File: src/rtl/aes_block_assembler.sv
// aes_block_assembler: collects a valid/ready byte stream into NBYTES-byte blocks,
// double-buffered against a valid/ready block consumer, with an optional idle timeout.
module aes_block_assembler #(
  parameter int unsigned NBYTES  = 16,
  parameter int unsigned TIMEOUT = 0
) (
  input  logic                         clk,
  input  logic                         rst_n,
  input  logic                         clear,
  input  logic                         in_valid,
  output logic                         in_ready,
  input  logic [7:0]                   in_data,
  input  logic                         msb_first,
  output logic                         out_valid,
  input  logic                         out_ready,
  output logic [NBYTES*8-1:0]          out_state,
  output logic [$clog2(NBYTES+1)-1:0]  byte_cnt,
  output logic                         err_timeout
);

  localparam int unsigned W  = NBYTES * 8;
  localparam int unsigned CW = $clog2(NBYTES + 1);
  localparam int unsigned TW = (TIMEOUT > 0) ? $clog2(TIMEOUT + 1) : 1;
  localparam logic [CW-1:0] LAST = CW'(NBYTES - 1);

  logic [W-1:0]  collect;
  logic [W-1:0]  merged;
  logic          mode;
  logic          accept;
  logic          last_byte;
  logic          drain;
  logic          eff_mode;
  logic          hit;
  logic [CW-1:0] pos;

  // Final byte only goes in when the output slot is free or draining this cycle
  assign in_ready  = rst_n && !clear && ((byte_cnt != LAST) || !out_valid || out_ready);
  assign accept    = in_valid && in_ready;
  assign last_byte = (byte_cnt == LAST);
  assign drain     = out_valid && out_ready;

  // Byte 0 uses the live mode input; later bytes use the mode latched on byte 0
  assign eff_mode = (byte_cnt == '0) ? msb_first : mode;
  assign pos      = eff_mode ? CW'(LAST - byte_cnt) : byte_cnt;

  // Collect buffer with the incoming byte dropped into its lane
  always_comb begin
    merged = collect;
    for (int unsigned i = 0; i < NBYTES; i++) begin
      if (pos == CW'(i)) merged[i*8 +: 8] = in_data;
    end
  end

  generate
    if (TIMEOUT > 0) begin : g_timer
      logic [TW-1:0] timer;
      logic          idle;

      assign idle = (byte_cnt != '0) && !in_valid;
      assign hit  = idle && (timer == TW'(TIMEOUT - 1));

      // Idle timer: counts partial-block cycles with no offered byte; stalls hold it
      always_ff @(posedge clk or negedge rst_n) begin
        if (!rst_n) begin
          timer <= '0;
        end else if (clear || accept || hit || (byte_cnt == '0)) begin
          timer <= '0;
        end else if (idle) begin
          timer <= timer + TW'(1);
        end
      end
    end else begin : g_no_timer
      assign hit = 1'b0;
    end
  endgenerate

  // Block assembly, output slot and timeout pulse
  always_ff @(posedge clk or negedge rst_n) begin
    if (!rst_n) begin
      collect     <= '0;
      out_state   <= '0;
      out_valid   <= 1'b0;
      byte_cnt    <= '0;
      err_timeout <= 1'b0;
      mode        <= 1'b1;
    end else begin
      err_timeout <= 1'b0;
      if (clear) begin
        byte_cnt  <= '0;
        out_valid <= 1'b0;
      end else begin
        if (accept) begin
          if (byte_cnt == '0) mode <= msb_first;
          if (last_byte) begin
            out_state <= merged;
            out_valid <= 1'b1;
            byte_cnt  <= '0;
          end else begin
            collect  <= merged;
            byte_cnt <= byte_cnt + CW'(1);
          end
        end else if (hit) begin
          byte_cnt    <= '0;
          err_timeout <= 1'b1;
        end
        if (drain && !(accept && last_byte)) out_valid <= 1'b0;
      end
    end
  end

endmodule

File: config.mk
export PLATFORM = sky130hd
export DESIGN_NAME = aes_block_assembler
export DESIGN_NICKNAME = d
export VERILOG_FILES = /design/src/rtl/aes_block_assembler.sv
export SDC_FILE = /design/constraint.sdc
export NUM_CORES = 1
export LEC_CHECK = 0
export CAP_MARGIN = 20
export CORE_UTILIZATION = 45
export CTS_CLUSTER_SIZE = 14
export DETAILED_ROUTE_END_ITERATION = 8
export PLACE_DENSITY = 0.68
export SYNTH_ARGS = -nofsm -noshare
export SYNTH_HDL_FRONTEND = slang
export SYNTH_SLANG_ARGS = --single-unit
File: constraint.sdc
create_clock -name clk -period 2.47 [get_ports clk]
set_clock_uncertainty 0.1 [all_clocks]
set_input_delay 0.741 -clock clk [delete_from_list [all_inputs] [get_ports clk]]
set_output_delay 0.741 -clock clk [all_outputs]
set_load 0.01 [all_outputs]
-- Yosys cells after proc, flatten, opt, wreduce, memory -nomap -nowiden
Cells that the tools add are included.
- reduce and logical (&&, ||, !) cells: 20
- bitwise gates (word level): 2
- add/subtract/negate cells: 2
- equal/unequal tests: 17
- multiplexer cells: 25
- operator list (operator ; count):
    $mux W8 ; 16
    $eq A5 B4 Y1 const B ; 9
    $eq A5 B3 Y1 const B ; 4
    $mux W5 ; 4
    $eq A5 B2 Y1 const B ; 2
    $logic_not A5 Y1 ; 2
    $logic_and A1 B1 Y1 ; 6
    $reduce_and A3 Y1 ; 2
    $reduce_bool A3 Y1 ; 2
    $add A5 B1 Y5 const B ; 1
    $eq A5 B1 Y1 const B ; 1
    $mux W1 ; 5
    $ne A5 B4 Y1 const B ; 1
    $sub A4 B5 Y5 const A ; 1
    $reduce_and A2 Y1 ; 2
    $logic_not A1 Y1 ; 3
    $logic_or A1 B1 Y1 ; 2
    $not A1 Y1 ; 2
    $reduce_bool A2 Y1 ; 1
- register bits after elaboration: 263
- output and inout bits: 136
- logic and storage cells: 71

-- Logic depth before layout (Yosys ltp)
- depth after elaboration: 10
- gate-level depth with buffers: 10
- gate-level depth less buffers: 7

-- Least setup slack after synthesis
No wires, ideal clock.
- kind: register -> register
- from: register byte_cnt[0]
- to: register collect[104]
- stages on the path, launching flop included: 11
- path buffers: 3
- setup slack: 0.186 ns
- required time: 2.291 ns
- setup time: 0.079 ns
- arrival time: 2.104 ns
- cells stage by stage: dfrtp_1 > buf_4 > inv_1 > ha_1 > and3b_1 > a21o_1 > buf_2 > a21oi_1 > nand2b_1 > buf_2 > o2bb2ai_1
- cells in the longest elaborated chain, start to end: 6
- RTL lines (what ; RTL line ; source):
    start, declared ; 17 ; output logic [$clog2(NBYTES+1)-1:0] byte_cnt,
    start signal, assigned ; 100 ; byte_cnt <= byte_cnt + CW'(1);
    parallel branches: the longest is 6 deep, another holds $sub A4 B5 Y5 ; - ;
    end signal, assigned ; 99 ; collect <= merged;
    end, declared ; 26 ; logic [W-1:0] collect;
Parallel ways; which one is timed is not known.
A chain may end at the register's enable or synchronous reset.

-- Final worst setup path
- from: register byte_cnt[1]
- to: output byte_cnt[1]
No word-level cell between the ends.

==> impl_metrics.toml <==
[place]
hpwl_um = 18290
placed_area_mm2 = 0.01347
place.gp.congestion = 0.8122
pre_cts_ws_ns = -0.4201
portBuffers = 148
dp_cells = 1360

[routing]
vias = 7443
viasPerCell = 5.271
ant_nets = 0
post-route-drc-count = 0
dr.pass1.iters = 4
routedWlPerCell_um = 19.11
drt-initial-drc-count = 420
wl_um = 26980

[worst_setup_path]
critPathSlowestCell = "clkdlybuf4s50_1"
cp-start-kind = "flip-flop"
critPathMaxStageDelay_ns = 0.53
arrival_ns = 1.57
worstSetupPathType = "flip-flop to output pin"
cp_max_fo = 4
required_ns = 1.63
r2r_slack_ns = 0.18
crit_chain = "buf_4, clkdlybuf4s50_1"
crit_path_end_kind = "output pin"

[floorplan]
rows = 56
coreArea_mm2 = 0.02375
io_pins = 150
die_h_um = 158.6
initial_core_util = 0.4645
die_area_mm2 = 0.02515
die_width_um = 158.6

[run]
maxCapViolCount = 0

[yosys]
synth_fp_nets = 886
synth_area_leaders = "dfrtp_1 (59%), mux2_2 (12%), mux2i_1 (5.8%), a21oi_1 (3.4%), o21ai_0 (3.2%)"
synth_flop_cell = "dfrtp_1"
async_flop_share = 1.000
yosys_warnings = 0
netlist.area_leader.share = 0.5942
syn_area_mm2 = 0.01103
yosysUniqueCellTypes = 50
synthCells = 870
syn_avg_cell_area_um2 = 12.68
synth_edf_count = 0
synth-seq-cells = 263
synth-seq-area-share = 0.5966
synth_top_area_cell = "dfrtp_1"

[sta]
whs_ns = 0.2792
finalMaxSlewViolations = 0
setup_viol = 0
min_period_ns = 2.409
final_hold_viol_count = 0
worst_slack_ns = 0.06142
max_slew_margin = 0.4803
fin_tns_setup_ns = 0
fmax_mhz = 415.2
grt_setup_unrepaired = "false"
min_period_over_period = 0.9751
max_slew.worst_pin.slew_ns = 0.7796

[finish]
final_area_mm2 = 0.01449
final_cells = 1412
fin_util = 0.6099
multi_input_area_mm2 = 0.004019
areaGrowthSynthToFinish_pct = 31.30
regArea_mm2 = 0.006583
final_common_cell = "dfrtp_1"
drive_gt1_frac = 0.2617
num-fill-cells = 1877
layout_common_cells = "dfrtp_1 (262), clkdlybuf4s50_1 (141), mux2_2 (120)"
insertedDiodeCount = 0
fin_nets = 1090

[power_and_ir_drop]
combPwrFrac = 0.088
p_leak_nw = 6.910
switching_power_mw = 2.275
pwr-share-clk = 0.441
power.total_mw = 9.821
p_int_mw = 7.546
seq_power_share = 0.471
switching_share = 0.2317
ir_drop_mv = 0.5151
power.density_mw_per_mm2 = 677.9

[global_routing]
grt_pass1_vias = 7619
grt.total_usage = 0.2244
grt_overflow = 0
grt_antenna_before_repair = 0
grt_pass1_wl_um = 43130
grt_max_degree = 140

[clock_tree]
numClockSinks = 263
cts_made_buffers = 28
worstSkewPairLatency_ns = 0.54
htreeDepth = 1
tritoncts = "yes"
clk_pin_slew_ns = 0.06
clk_path_buf_depth = 3
root_buffer = "clkbuf_16"

[run_status]
outcome = "finished clean"

[worst_hold_path]
hp-class = "primary input to asynchronous set/reset pin"
## flip-flops by register name (all words and copies together) (netlist names)
signal     cells
out_valid      1
mode           1
out_state    128
byte_cnt       5
collect      128
## area by class of cell
| type | count | area share |
|---|---|---|
| inverter | 7 | 0.001814 |
| timing repair buffer | 247 | 0.1727 |
| clock buffer | 38 | 0.05441 |
| sequential | 263 | 0.4544 |
| clock inverter | 11 | 0.01166 |
| multi-input combinational | 527 | 0.2774 |
| tap | 319 | 0.02755 |
## logic make-up after synthesis
group,share of synthesized area
compound gates,0.1107
buf+inv,0.04219
fa+ha+maj,0.002268
mux,0.1887
flops,0.5966
simple gates,0.05920
other cells,0.0003399
## cell usage after synthesis, types with 3 or more instances
library cell,n
a21oi_1,74
nor2_1,75
inv_1,5
mux2_2,120
o22ai_1,8
nand2b_1,9
buf_2,22
mux2_1,8
o21ai_0,70
nor3_1,4
a22oi_1,4
o2bb2ai_1,32
nand2_1,14
nand3_1,5
and3_1,8
clkbuf_1,23
dfrtp_1,262
buf_4,16
nand3b_1,3
mux2i_1,64
buf_6,10
## critical path: cells and delay by family, from the launching register on
| kind | cells | cell delay [ns] |
|---|---|---|
| buffers and inverters | 2 | 0.67 |
| DFF | 1 | 0.36 |
## layer usage
| metal | share of wire | global-route usage | vias up |
|---|---|---|---|
| met5 | 0 | 0 | - |
| met4 | 0.020 | 0.05678 | 0 |
| met3 | 0.050 | 0.04001 | 41 |
| met2 | 0.46 | 0.3553 | 185 |
| met1 | 0.47 | 0.3192 | 3713 |
| li1 | - | - | 3504 |
## power groups by stage
stage | Combinational [mW] | Clock [mW] | Sequential, mW
final | 0.862 | 4.33 | 4.62
after global placement | 0.845 | 0 | 4.69
after global routing | 0.951 | 4.61 | 4.65
after detailed placement | 0.855 | 0 | 4.70
after floorplan | 0.421 | 0 | 4.69
after CTS | 0.867 | 4.42 | 4.63
## what timing repair did
item / CTS / global route
gates cloned: 0 / 0
resized for setup: 9 / 8
endpoints found under the hold margin: 2 / 0
pin swaps: 0 / 2
buffers inserted: 2 / 0
setup endpoints to repair: 5 / 16
hold buffers: 1 / 0
## worst paths after layout
kind	startpoint	cells past startpoint	to
worst max-delay path	byte_cnt[1]$_DFFE_PN0P_	2	byte_cnt[1]
worst min-delay path	rst_n	2	byte_cnt[2]$_DFFE_PN0P_
worst max register to register	byte_cnt[0]$_DFFE_PN0P_	9	out_state[122]$_DFFE_PN0P_
worst min register to register	collect[55]$_DFFE_PN0P_	1	collect[55]$_DFFE_PN0P_
max in group asynchronous	rst_n	3	out_state[79]$_DFFE_PN0P_
min in group clk	collect[55]$_DFFE_PN0P_	1	collect[55]$_DFFE_PN0P_
No activity file was read; power rests on OpenSTA's default activity.
